`config.mk`:
```
export PLATFORM = sky130hd
export DESIGN_NAME = uart_transceiver
export DESIGN_NICKNAME = d
export VERILOG_FILES = /design/src/rtl/uart_pkg.sv /design/src/rtl/uart_rx.sv /design/src/rtl/uart_tx.sv /design/src/rtl/uart_transceiver.sv
export SDC_FILE = /design/constraint.sdc
export NUM_CORES = 1
export LEC_CHECK = 0
export CAP_MARGIN = 20
export CORE_MARGIN = 5
export CORE_UTILIZATION = 35
export DETAILED_ROUTE_END_ITERATION = 7
export DONT_BUFFER_PORTS = 1
export GPL_TIMING_DRIVEN = 0
export PLACE_DENSITY_LB_ADDON = 0.15
export SLEW_MARGIN = 20
export SYNTH_ARGS = -nofsm -noshare
export SYNTH_HDL_FRONTEND = slang
export SYNTH_HIERARCHICAL = 1
export SYNTH_SLANG_ARGS = --single-unit
export TNS_END_PERCENT = 10
```
`constraint.sdc`:
```
create_clock -name i_Clock -period 2.4 [get_ports i_Clock]
set_input_delay 0.6 -clock i_Clock [delete_from_list [all_inputs] [get_ports i_Clock]]
set_output_delay 0.6 -clock i_Clock [all_outputs]
set_load 0.01 [all_outputs]
```
`src/rtl/uart_pkg.sv`:
```
// Shared definitions for the 8N1 UART transmitter and receiver.
package uart_pkg;

  localparam int DATA_BITS = 8;

  typedef enum logic [2:0] {
    TX_IDLE,
    TX_START,
    TX_DATA,
    TX_STOP,
    TX_CLEANUP
  } tx_state_t;

  typedef enum logic [2:0] {
    RX_IDLE,
    RX_START,
    RX_DATA,
    RX_STOP,
    RX_CLEANUP
  } rx_state_t;

  // One spare bit so the bit-period counter comfortably holds CLKS_PER_BIT-1.
  function automatic int cnt_width(input int clks_per_bit);
    return $clog2(clks_per_bit) + 1;
  endfunction

endpackage

```
`src/rtl/uart_rx.sv`:
```
// 8N1 serial receiver with a 2-flop input synchronizer and mid-bit sampling.
module uart_rx
  import uart_pkg::*;
#(
  parameter int CLKS_PER_BIT = 87
) (
  input  logic       i_Clock,
  input  logic       i_Reset,
  input  logic       i_RX_Serial,
  output logic       o_RX_DV,
  output logic [7:0] o_RX_Byte
);

  localparam int CW = cnt_width(CLKS_PER_BIT);
  localparam logic [CW-1:0] LAST_CNT = CW'(CLKS_PER_BIT - 1);
  localparam logic [CW-1:0] MID_CNT  = CW'((CLKS_PER_BIT - 1) / 2);

  rx_state_t            r_state, n_state;
  logic [CW-1:0]        r_count, n_count;
  logic [2:0]           r_index, n_index;
  logic [DATA_BITS-1:0] r_shift, n_shift;
  logic [7:0]           n_byte;
  logic                 n_dv;
  logic                 r_rx_meta, r_rx_sync;

  always_ff @(posedge i_Clock or posedge i_Reset) begin
    if (i_Reset) begin
      r_rx_meta <= 1'b1;
      r_rx_sync <= 1'b1;
      r_state   <= RX_IDLE;
      r_count   <= '0;
      r_index   <= '0;
      r_shift   <= '0;
      o_RX_Byte <= '0;
      o_RX_DV   <= 1'b0;
    end else begin
      r_rx_meta <= i_RX_Serial;
      r_rx_sync <= r_rx_meta;
      r_state   <= n_state;
      r_count   <= n_count;
      r_index   <= n_index;
      r_shift   <= n_shift;
      o_RX_Byte <= n_byte;
      o_RX_DV   <= n_dv;
    end
  end

  // A start bit that is gone by mid-bit is treated as line noise and dropped.
  always_comb begin
    n_state = r_state;
    n_count = r_count;
    n_index = r_index;
    n_shift = r_shift;
    n_byte  = o_RX_Byte;
    n_dv    = 1'b0;
    case (r_state)
      RX_IDLE: begin
        n_count = '0;
        n_index = '0;
        if (!r_rx_sync) n_state = RX_START;
      end
      RX_START: begin
        if (r_count == MID_CNT) begin
          n_count = '0;
          n_state = r_rx_sync ? RX_IDLE : RX_DATA;
        end else begin
          n_count = r_count + CW'(1);
        end
      end
      RX_DATA: begin
        if (r_count == LAST_CNT) begin
          n_count          = '0;
          n_shift[r_index] = r_rx_sync;
          if (r_index == 3'd7) begin
            n_index = '0;
            n_state = RX_STOP;
          end else begin
            n_index = r_index + 3'd1;
          end
        end else begin
          n_count = r_count + CW'(1);
        end
      end
      RX_STOP: begin
        if (r_count == LAST_CNT) begin
          n_count = '0;
          if (r_rx_sync) begin
            n_byte = r_shift;
            n_dv   = 1'b1;
          end
          n_state = RX_CLEANUP;
        end else begin
          n_count = r_count + CW'(1);
        end
      end
      RX_CLEANUP: n_state = RX_IDLE;
      default:    n_state = RX_IDLE;
    endcase
  end

endmodule

```
`src/rtl/uart_tx.sv`:
```
// 8N1 serial transmitter; every output is registered, so the line changes on the accepting edge.
module uart_tx
  import uart_pkg::*;
#(
  parameter int CLKS_PER_BIT = 87
) (
  input  logic       i_Clock,
  input  logic       i_Reset,
  input  logic       i_TX_DV,
  input  logic [7:0] i_TX_Byte,
  output logic       o_TX_Active,
  output logic       o_TX_Serial,
  output logic       o_TX_Done
);

  localparam int CW = cnt_width(CLKS_PER_BIT);
  localparam logic [CW-1:0] LAST_CNT = CW'(CLKS_PER_BIT - 1);

  tx_state_t            r_state, n_state;
  logic [CW-1:0]        r_count, n_count;
  logic [2:0]           r_index, n_index;
  logic [DATA_BITS-1:0] r_data,  n_data;
  logic                 n_serial, n_active, n_done;

  always_ff @(posedge i_Clock or posedge i_Reset) begin
    if (i_Reset) begin
      r_state     <= TX_IDLE;
      r_count     <= '0;
      r_index     <= '0;
      r_data      <= '0;
      o_TX_Serial <= 1'b1;
      o_TX_Active <= 1'b0;
      o_TX_Done   <= 1'b0;
    end else begin
      r_state     <= n_state;
      r_count     <= n_count;
      r_index     <= n_index;
      r_data      <= n_data;
      o_TX_Serial <= n_serial;
      o_TX_Active <= n_active;
      o_TX_Done   <= n_done;
    end
  end

  // Outputs are computed one cycle ahead so they line up with the state they belong to.
  always_comb begin
    n_state  = r_state;
    n_count  = r_count;
    n_index  = r_index;
    n_data   = r_data;
    n_serial = o_TX_Serial;
    n_active = o_TX_Active;
    n_done   = 1'b0;
    case (r_state)
      TX_IDLE: begin
        n_serial = 1'b1;
        n_active = 1'b0;
        n_count  = '0;
        n_index  = '0;
        if (i_TX_DV) begin
          n_data   = i_TX_Byte;
          n_serial = 1'b0;
          n_active = 1'b1;
          n_state  = TX_START;
        end
      end
      TX_START: begin
        if (r_count == LAST_CNT) begin
          n_count  = '0;
          n_serial = r_data[0];
          n_state  = TX_DATA;
        end else begin
          n_count = r_count + CW'(1);
        end
      end
      TX_DATA: begin
        if (r_count == LAST_CNT) begin
          n_count = '0;
          if (r_index == 3'd7) begin
            n_index  = '0;
            n_serial = 1'b1;
            n_state  = TX_STOP;
          end else begin
            n_index  = r_index + 3'd1;
            n_serial = r_data[n_index];
          end
        end else begin
          n_count = r_count + CW'(1);
        end
      end
      TX_STOP: begin
        if (r_count == LAST_CNT) begin
          n_count  = '0;
          n_done   = 1'b1;
          n_active = 1'b0;
          n_state  = TX_CLEANUP;
        end else begin
          n_count = r_count + CW'(1);
        end
      end
      TX_CLEANUP: n_state = TX_IDLE;
      default:    n_state = TX_IDLE;
    endcase
  end

endmodule

```
`src/rtl/uart_transceiver.sv`:
```
// Full-duplex 8N1 UART: independent transmitter and receiver on one clock.
module uart_transceiver #(
  parameter int CLKS_PER_BIT = 87
) (
  input  logic       i_Clock,
  input  logic       i_Reset,
  input  logic       i_TX_DV,
  input  logic [7:0] i_TX_Byte,
  output logic       o_TX_Active,
  output logic       o_TX_Serial,
  output logic       o_TX_Done,
  input  logic       i_RX_Serial,
  output logic       o_RX_DV,
  output logic [7:0] o_RX_Byte
);

  uart_tx #(.CLKS_PER_BIT(CLKS_PER_BIT)) u_tx (
    .i_Clock     (i_Clock),
    .i_Reset     (i_Reset),
    .i_TX_DV     (i_TX_DV),
    .i_TX_Byte   (i_TX_Byte),
    .o_TX_Active (o_TX_Active),
    .o_TX_Serial (o_TX_Serial),
    .o_TX_Done   (o_TX_Done)
  );

  uart_rx #(.CLKS_PER_BIT(CLKS_PER_BIT)) u_rx (
    .i_Clock     (i_Clock),
    .i_Reset     (i_Reset),
    .i_RX_Serial (i_RX_Serial),
    .o_RX_DV     (o_RX_DV),
    .o_RX_Byte   (o_RX_Byte)
  );

endmodule

```
; Yosys cells after proc, flatten, opt, wreduce, memory -nomap -nowiden
; Cells that the tools add are included.
[classes]
addsub = 4
order_cmp = 3
n_eq_ne = 21
muxes = 42
n_reduce_logical = 20
[op_table]
columns = operator, n
row1 = 3-bit 2-to-1 mux, 14
row2 = 8-bit 2-to-1 mux, 3
row3 = 3-bit one-hot mux with 4 select lines, 2
row4 = 8-bit one-hot mux with 3 select lines, 1
row5 = "8-bit by 1-bit adder with 8-bit output, second input constant", 2
row6 = "8-bit by 7-bit == test with 1-bit output, second input constant", 2
row7 = "2-bit by 1-bit inequality test with 1-bit output, second input constant", 8
row8 = 8-bit one-hot mux with 2 select lines, 1
row9 = 1-bit 2-to-1 mux, 13
row10 = "3-bit by 2-bit == test with 1-bit output, second input constant", 4
row11 = 3-bit one-hot mux with 2 select lines, 2
row12 = 2-bit AND reduction, 5
row13 = 5-bit AND reduction, 2
row14 = 8-bit bitwise mux, 1
row15 = "8-bit by 6-bit == test with 1-bit output, second input constant", 1
row16 = "3-bit by 4-bit < comparator with 1-bit output, second input constant", 2
row17 = 2-bit nonzero test, 4
row18 = "3-bit by 1-bit adder with 3-bit output, second input constant", 2
row19 = "3-bit by 1-bit == test with 1-bit output, second input constant", 2
row20 = "3-bit == test, second input constant", 2
row21 = 3-bit logical NOT, 2
row22 = 3-bit AND reduction, 2
row23 = 3-bit nonzero test, 2
row24 = "2-bit inequality test, second input constant", 2
row25 = other kinds (9), 9
[word_totals]
regBits = 58
input_bits = 12
output_inout_bits = 12
elab_cells = 105

; Logic depth before layout (Yosys ltp)
; Gate-level depths: netlist of run 1.
[logic_depth]
word_depth = 6
depth_mapped = 8
mapped_depth_nobuf = 6

; Cells and area by module
; Netlist of run 1, hierarchy kept.
[modules_own_cells]
columns = module, n_inst, cells_per_inst, area_each_um2, seq_area_each_um2
row1 = uart_rx, 1, 145, 1590.3, 828.3
row2 = uart_tx, 1, 114, 1300.0, 626.9

; Least setup slack after synthesis of run 1
; Ideal clock, no wire load.
[synth_timing]
path_kind = flip-flop to flip-flop
start = register u_rx.r_count[0]
end = register u_rx.o_RX_Byte[0]
setup_time_ns = 0.125
t_arrival_ns = 1.860
required_time_ns = 2.275
slack_ns = 0.415
stages_incl_launch_ff = 8
path_buffers = 1
period_less_slack_ns = 1.985
cell_sequence = dfrtp_1 -> inv_1 -> ha_1 -> nand3b_1 -> or2_1 -> buf_6 -> nor4_4 -> mux2_2
[synth_via]
elab_chain_len = 2
[synth_rtl]
columns = element, line
row1 = start: declaration, uart_rx.sv:19  ; logic [CW-1:0] r_count, n_count;
row2 = start signal: assignment, uart_rx.sv:40  ; r_count <= n_count;
row3 = 8-bit by 7-bit == test with 1-bit output, uart_rx.sv:85  ; if (r_count == LAST_CNT) begin
row4 = 3-bit AND reduction (no line), -
row5 = end signal: assignment, uart_rx.sv:43  ; o_RX_Byte <= n_byte;
row6 = end: declaration, uart_rx.sv:11  ; output logic [7:0] o_RX_Byte
; No other way between the ends.
; A chain may end at the register's enable or synchronous reset.

; Worst setup path in the final report of run 1
[layout_timing]
start = register u_rx.r_count[1]
end = register u_rx.r_count[6]
[layout_via]
elab_chain_len = 3
word_cells_on_any_way = 6
cone_classes = add/sub: 1 / eq/ne: 2 / mux: 3
[layout_rtl]
columns = element, line
row1 = 8-bit by 1-bit adder with 8-bit output (tied with other cells), "uart_rx.sv:67, uart_rx.sv:81, uart_rx.sv:93"
row2 = 8-bit 2-to-1 mux (on tied branches), "uart_rx.sv:71, uart_rx.sv:85, uart_rx.sv:63"
row3 = 8-bit one-hot mux with 3 select lines *, uart_rx.sv:56  ; case (r_state)
; Every way passes the cells marked *; elsewhere a longest branch is shown, timed or not.

==> impl_metrics.json, run 1 <==
{
  "rr_endpoint": "u_rx/r_count[6]",
  "ff2ff_setup_slack_ns": 0.20,
  "wl_per_cell_um": 14.7,
  "critPathCaptureType": "flip-flop",
  "initial_core_util_pct": 35.5,
  "worst-slew-pin-transition_ns": 0.918,
  "synth.avg_cell_area_sq_um": 11.2,
  "io_pins": 24,
  "seqPwrFrac_pct": 49.0,
  "h-tree-depth": 3,
  "drv_slew": 0,
  "switchingPower_w": 0.000747,
  "crit_required_ns": 2.58,
  "drt-vias-per-instance": 5.28,
  "grt_pass1_vias": 2041,
  "clk_path_buf_depth": 2,
  "drive_gt1_share_pct": 20.0,
  "worstRegToRegCells": 5,
  "finalCritPeriodShare_pct": 91.5,
  "syn_nets": 279,
  "synthArstFlopShare_pct": 100,
  "fmax_mhz": 455,
  "clockPowerShare_pct": 33.7,
  "synth-edff-count": 0,
  "synth_warnings": 6,
  "synth_top_area_cell": "dfrtp_1",
  "arrival_ns": 2.38,
  "yosysSeqAreaShare_pct": 50.3,
  "dieHeight_um": 101,
  "final_common_cell": "dfrtp_1",
  "instances_no_fill": 380,
  "layout_common_cells": "dfrtp_1, nor2_1, mux2_2, nand2_1, o21ai_0",
  "max_slew_margin_pct": 38.4,
  "vias": 2005,
  "first_iter_violations": 57,
  "path_max_fanout": 8,
  "grt_max_degree": 34,
  "grt_pass1_wl_mm": 9.90,
  "die_area_sq_mm": 0.0102,
  "dr.pass1.iters": 4,
  "skew_ns": 0.0105,
  "antenna_found_initial": 0,
  "path_class": "reg -> reg",
  "overflow": 0,
  "insertion_delay_ns": 0.33,
  "period_minus_slack_ns": 2.20,
  "rows": 33,
  "track_usage_pct": 12.2,
  "drv_cap": 0,
  "place_hpwl_mm": 3.81,
  "dpl.cell_count": 364,
  "p_int_w": 0.00182,
  "peakVddDrop_mv": 0.365,
  "path_clk_slew_ns": 0.07,
  "numPortBuffers": 0,
  "finalSetupViolCount": 0,
  "cts_root_buffer": "clkbuf_8",
  "nets": 290,
  "startpoint_type": "flip-flop",
  "synth_top_cells_by_area": "dfrtp_1, mux2_2, ha_1",
  "numCtsBuffers": 9,
  "syn_area_sq_mm": 0.00289,
  "wl_mm": 5.57,
  "p_leak_nw": 1.39,
  "final_util_pct": 39.5,
  "swShare_pct": 29.1,
  "drc_errors": 0,
  "rr_startpoint": "u_rx/r_count[1]",
  "tns_ns": 0,
  "core_area_sq_mm": 0.00813,
  "gp_congestion": 0.830,
  "p_per_area_mw_per_mm2": 798,
  "cts_setup_buffers": 0,
  "hp-class": "in -> async",
  "cts.sinks": 58,
  "status": "completed",
  "ant_nets": 0,
  "cts_tree": "done",
  "yosysTopAreaCellShare_pct": 47.6,
  "syn_inst": 259,
  "die-width_um": 101,
  "area_growth_pct": 11.3,
  "synthFlopType": "dfrtp_1",
  "n_antenna_cell": 0,
  "n_fill_cell": 791,
  "ys_ff_latch": 58,
  "hold_viol": 0,
  "ys_types": 58,
  "combPwrFrac_pct": 17.3
}
==> repair_timing <==
action	in CTS	in global routing
endpoints found under the setup margin	0	15
hold buffers	0	0
hold endpoints to repair	0	0
resized for setup	0	1
==> Yosys cell counts, drive strengths merged, types with 5 or more instances <==
master	number
dfrtp	55
nor2	25
mux2	21
nand2	15
o21ai	14
nand3	9
a21oi	8
ha	8
inv	8
a22o	6
buf	6
nor4	6
clkbuf	5
nor2b	5
xnor2	5
xor2	5
==> power by group through the flow <==
stage	registers (W)	clock network, W	logic, W
after floorplan	0.00124	0	0.000378
after global placement	0.00128	0	0.000444
after detailed placement	0.00128	0	0.000444
after CTS	0.00126	0.000901	0.000448
after global routing	0.00128	0.000955	0.000504
final	0.00126	0.000865	0.000444
==> sequential cells by signal (all words and copies together) (netlist names) <==
name	cells
u_tx/r_state	3
u_rx/o_RX_DV	1
u_tx/o_TX_Active	1
u_tx/o_TX_Done	1
u_tx/r_data	8
u_rx/r_state	3
u_tx/r_index	3
u_rx/r_shift	8
u_tx/o_TX_Serial	1
u_rx/r_rx_meta	1
u_rx/r_count	8
u_rx/o_RX_Byte	8
u_tx/r_count	8
u_rx/r_rx_sync	1
u_rx/r_index	3
==> logic make-up (layout without fill, tap and decap cells) <==
| logic type | after synthesis | in the layout | synth area share (%) |
|---|---|---|---|
| and+or+nand+nor | 89 | 89 | 17.7 |
| DFF | 58 | 58 | 50.3 |
| AOI/OAI and AO/OA | 52 | 52 | 12.4 |
| muxes | 23 | 23 | 9.87 |
| buffers and inverters | 19 | 35 | 3.25 |
| xor gates and xnor gates | 10 | 10 | 3.03 |
| adders and majority gates | 8 | 8 | 3.46 |
==> worst max path at each step <==
stage	cells after the start	endpoint	slack [ns]	start
floorplan	7	u_rx/o_RX_Byte[0]	0.41	u_rx/r_count[0]
global placement	7	u_rx/o_RX_Byte[0]	0.12	u_rx/r_count[0]
detailed placement	7	u_rx/o_RX_Byte[7]	0.09	u_rx/r_count[0]
CTS	5	u_rx/r_count[2]	0.08	u_rx/r_count[1]
global route	5	u_rx/r_count[2]	-0.02	u_rx/r_count[1]
finish	5	u_rx/r_count[6]	0.20	u_rx/r_count[1]
==> routing by layer <==
layer	vias to the layer above	routed length (um)	GRT usage, %
li1	971	-	-
met4	0	60	3.11
met5	-	0	0
met2	42	2550	19.2
met3	9	263	4.91
met1	983	2700	15.5
==> worst max-delay path, cell delays in order (launching register included) <==
cell and delay [ns]:
dfrtp_1 0.41, ha_1 0.22, nor4b_1 0.46, a311oi_2 0.27, nor2_1 0.50, o21ai_0 0.19
==> cell type report <==
cell class | count | area, sq um | area share, %
clock inverters | 5 | 56.3 | 1.75
inverters | 8 | 30.0 | 0.934
well taps | 105 | 131 | 4.09
multi-input cells | 182 | 1350 | 41.9
clock buffers | 11 | 131 | 4.09
plain buffers | 11 | 63.8 | 1.98
flip-flops and latches | 58 | 1460 | 45.3
==> through the flow <==
stage / area, sq um / hold slack [ns] / setup WS, ns / power [W]
2_1_floorplan: 2890 / 0.345 / 0.415 / 0.00162
5_1_grt: 3220 / 0.229 / -0.0246 / 0.00274
6_report: 3220 / 0.237 / 0.203 / 0.00257
4_1_cts: 3210 / 0.245 / 0.0765 / 0.00261
3_3_place_gp: 3020 / 0.350 / 0.115 / 0.00172
3_5_place_dp: 3020 / 0.349 / 0.0949 / 0.00172
Power figures use the tool's default switching activity.
==> inputs of run 2 (changes only) <==
--- a/config.mk
+++ b/config.mk
@@ -15,6 +15,5 @@
 export SLEW_MARGIN = 20
 export SYNTH_ARGS = -nofsm -noshare
 export SYNTH_HDL_FRONTEND = slang
-export SYNTH_HIERARCHICAL = 1
 export SYNTH_SLANG_ARGS = --single-unit
 export TNS_END_PERCENT = 10
==> run 2 against run 1 <==
Die area increased by 0.66%. Final area increased by 1.7%. Critical path type unchanged. Global-route usage decreased by 0.13 points. Largest power group unchanged. Clock-buffer cell count increased by 3. Utilization increased by 0.47 points. Register-to-register slack improved by 0.22 ns. Synthesized cell count decreased by 1.5%. Combinational power decreased by 84%. Via count decreased by 5.5%. Hold slack got worse by 0.17 ns. Sequential power decreased by 21%.
==> impl_metrics.json, run 2 <==
{
  "total_power_w": 0.00199,
  "peakVddDrop_mv": 0.339,
  "overflow": 0,
  "worst-slew-pin-transition_ns": 0.637,
  "drc_errors": 0,
  "numCtsBuffers": 9,
  "cts_setup_buffers": 0,
  "synth_warnings": 0,
  "skew_ns": 0.0108,
  "synth-edff-count": 0,
  "ant_nets": 0,
  "layout_setup_ws_ns": 0.420,
  "synthArstFlopShare_pct": 100,
  "wl_per_cell_um": 14.6,
  "n_fill_cell": 813,
  "yosysSeqAreaShare_pct": 50.0,
  "regArea_sq_mm": 0.00146,
  "fmax_mhz": 505,
  "whs_ns": 0.0682,
  "drt-vias-per-instance": 5.03,
  "place_hpwl_mm": 3.71,
  "path_buf_inv": 2,
  "first_iter_violations": 73,
  "ys_ff_latch": 58,
  "grt_pass1_vias": 2000,
  "cp_top_family": "compound AO/OA/AOI/OAI gates",
  "critPathCaptureType": "flip-flop",
  "post_cts_resized": 0,
  "startpoint_type": "flip-flop",
  "gp_congestion": 0.772,
  "die-width_um": 101,
  "syn_nets": 275,
  "insertion_delay_ns": 0.33,
  "synthFlopType": "dfrtp_1",
  "vias": 1895,
  "wl_mm": 5.52,
  "path_max_fanout": 8,
  "post-synth-top-count-cell": "dfrtp_1",
  "syn_area_sq_mm": 0.00291,
  "io_pins": 24,
  "p_leak_nw": 1.48,
  "dpl.cell_count": 361,
  "nets": 287,
  "path_clk_slew_ns": 0.07,
  "finalSetupViolCount": 0,
  "synth_commonest_cells": "dfrtp_1, mux2_2, nor2_1, nand2_1, nand3_1",
  "n_antenna_cell": 0,
  "arrival_ns": 2.16,
  "clk_path_buf_depth": 2,
  "crit_cells": 7,
  "status": "completed",
  "synth_top_cells_by_area": "dfrtp_1, mux2_2, ha_1",
  "slowest_delay_ns": 0.56,
  "cts_tree": "done",
  "drv_slew": 0,
  "cts_root_buffer": "clkbuf_8",
  "max_slew_margin_pct": 57.5,
  "track_usage_pct": 12.0,
  "layout_common_cells": "dfrtp_1, nor2_1, mux2_2, nand2_1, nand3_1",
  "initial_core_util_pct": 35.6,
  "crit_required_ns": 2.58,
  "drive_gt1_share_pct": 22.1,
  "instances_no_fill": 377,
  "p_per_area_mw_per_mm2": 607,
  "grt_pass1_wl_mm": 9.89,
  "grt_max_degree": 45,
  "finalCritPeriodShare_pct": 82.5,
  "cts.sinks": 58,
  "numPortBuffers": 0,
  "synth_top_area_cell": "dfrtp_1",
  "tns_ns": 0,
  "hold_buffers": 0,
  "synth.avg_cell_area_sq_um": 11.4,
  "post-place-ws_ns": 0.406,
  "h-tree-depth": 3,
  "final_common_cell": "dfrtp_1",
  "ys_types": 60,
  "antenna_found_initial": 0,
  "dieHeight_um": 101,
  "hp-class": "in -> async",
  "rows": 33,
  "period_minus_slack_ns": 1.98,
  "path_class": "reg -> reg",
  "die_area_sq_mm": 0.0102,
  "yosysTopAreaCellShare_pct": 47.3,
  "core_area_sq_mm": 0.00818,
  "rsz0062_at_grt": "no",
  "area_growth_pct": 12.3,
  "syn_inst": 255,
  "hold_viol": 0,
  "crit_chain": "inv_1, ha_1, and4b_1, buf_2, nand2_1, a21oi_1, nor2_1",
  "dr.pass1.iters": 4,
  "worstRegToRegCells": 7,
  "slowest_stage": "a21oi_1",
  "drv_cap": 0,
  "multiInputGateArea_sq_mm": 0.00137
}
[run 2: changes by cell type in the layout (fill, tap and decap cells not counted), moves of 3 or more]
cell	previous run	this run
nor3b_1	0	3
o31ai_1	4	0
mux2_4	1	5
a22o_1	6	0
o41ai_1	4	1
nand3_1	9	12
nor2_1	24	19
a21oi_1	7	10
[run 2: cell type report]
class	count	share of cell area, %
sequential	58	44.5
multi-input combinational	176	41.7
clock buffer	14	4.97
tap	105	4.02
buffer	11	1.64
inverter	10	1.22
clock inverter	2	1.07
timing repair buffer	1	0.842
[run 2: worst paths after layout]
path	startpoint	endpoint	slack (ns)
min in group i_Clock	i_RX_Serial	u_rx.r_rx_meta	0.27
setup / recovery	u_tx.r_count[0]	u_tx.r_count[5]	0.42
setup reg to reg	u_tx.r_count[0]	u_tx.r_count[5]	0.42
hold reg to reg	u_rx.r_rx_meta	u_rx.r_rx_sync	0.36
max in group asynchronous	i_Reset	u_tx.o_TX_Serial	1.79
hold / removal	i_Reset	u_rx.r_count[4]	0.07
[run 2: layer usage]
metal | GRT usage (%) | vias to the layer above | part of all wire (%)
li1 | - | 943 | -
met1 | 15.6 | 923 | 46
met2 | 19.0 | 25 | 49
met3 | 4.68 | 4 | 4.5
met4 | 3.17 | 0 | 0.76
met5 | 0 | - | 0
[run 2: cells by family (layout without fill, tap and decap cells)]
| group | Yosys count | in the layout | synth area share, % |
|---|---|---|---|
| and+or+nand+nor | 89 | 89 | 18.4 |
| xor gates and xnor gates | 11 | 11 | 3.31 |
| muxes | 28 | 28 | 12.2 |
| AOI/OAI and AO/OA | 40 | 40 | 9.58 |
| DFF | 58 | 58 | 50.0 |
| adders and majority gates | 8 | 8 | 3.44 |
| buffers and inverters | 21 | 38 | 3.14 |
[run 2: metrics by stage]
stage	utilization, %	cell area (sq um)
after CTS	40.0	3270
after global routing	40.0	3270
after floorplan	-	2910
after global placement	37.2	3040
final	40.0	3270
after detailed placement	37.6	3070
[run 2: where the power goes]
group          switching [W]  internal (W)
Combinational      0.0000487     0.0000235
Sequential         0.0000125      0.000989
Clock               0.000376      0.000536
Total               0.000437       0.00155
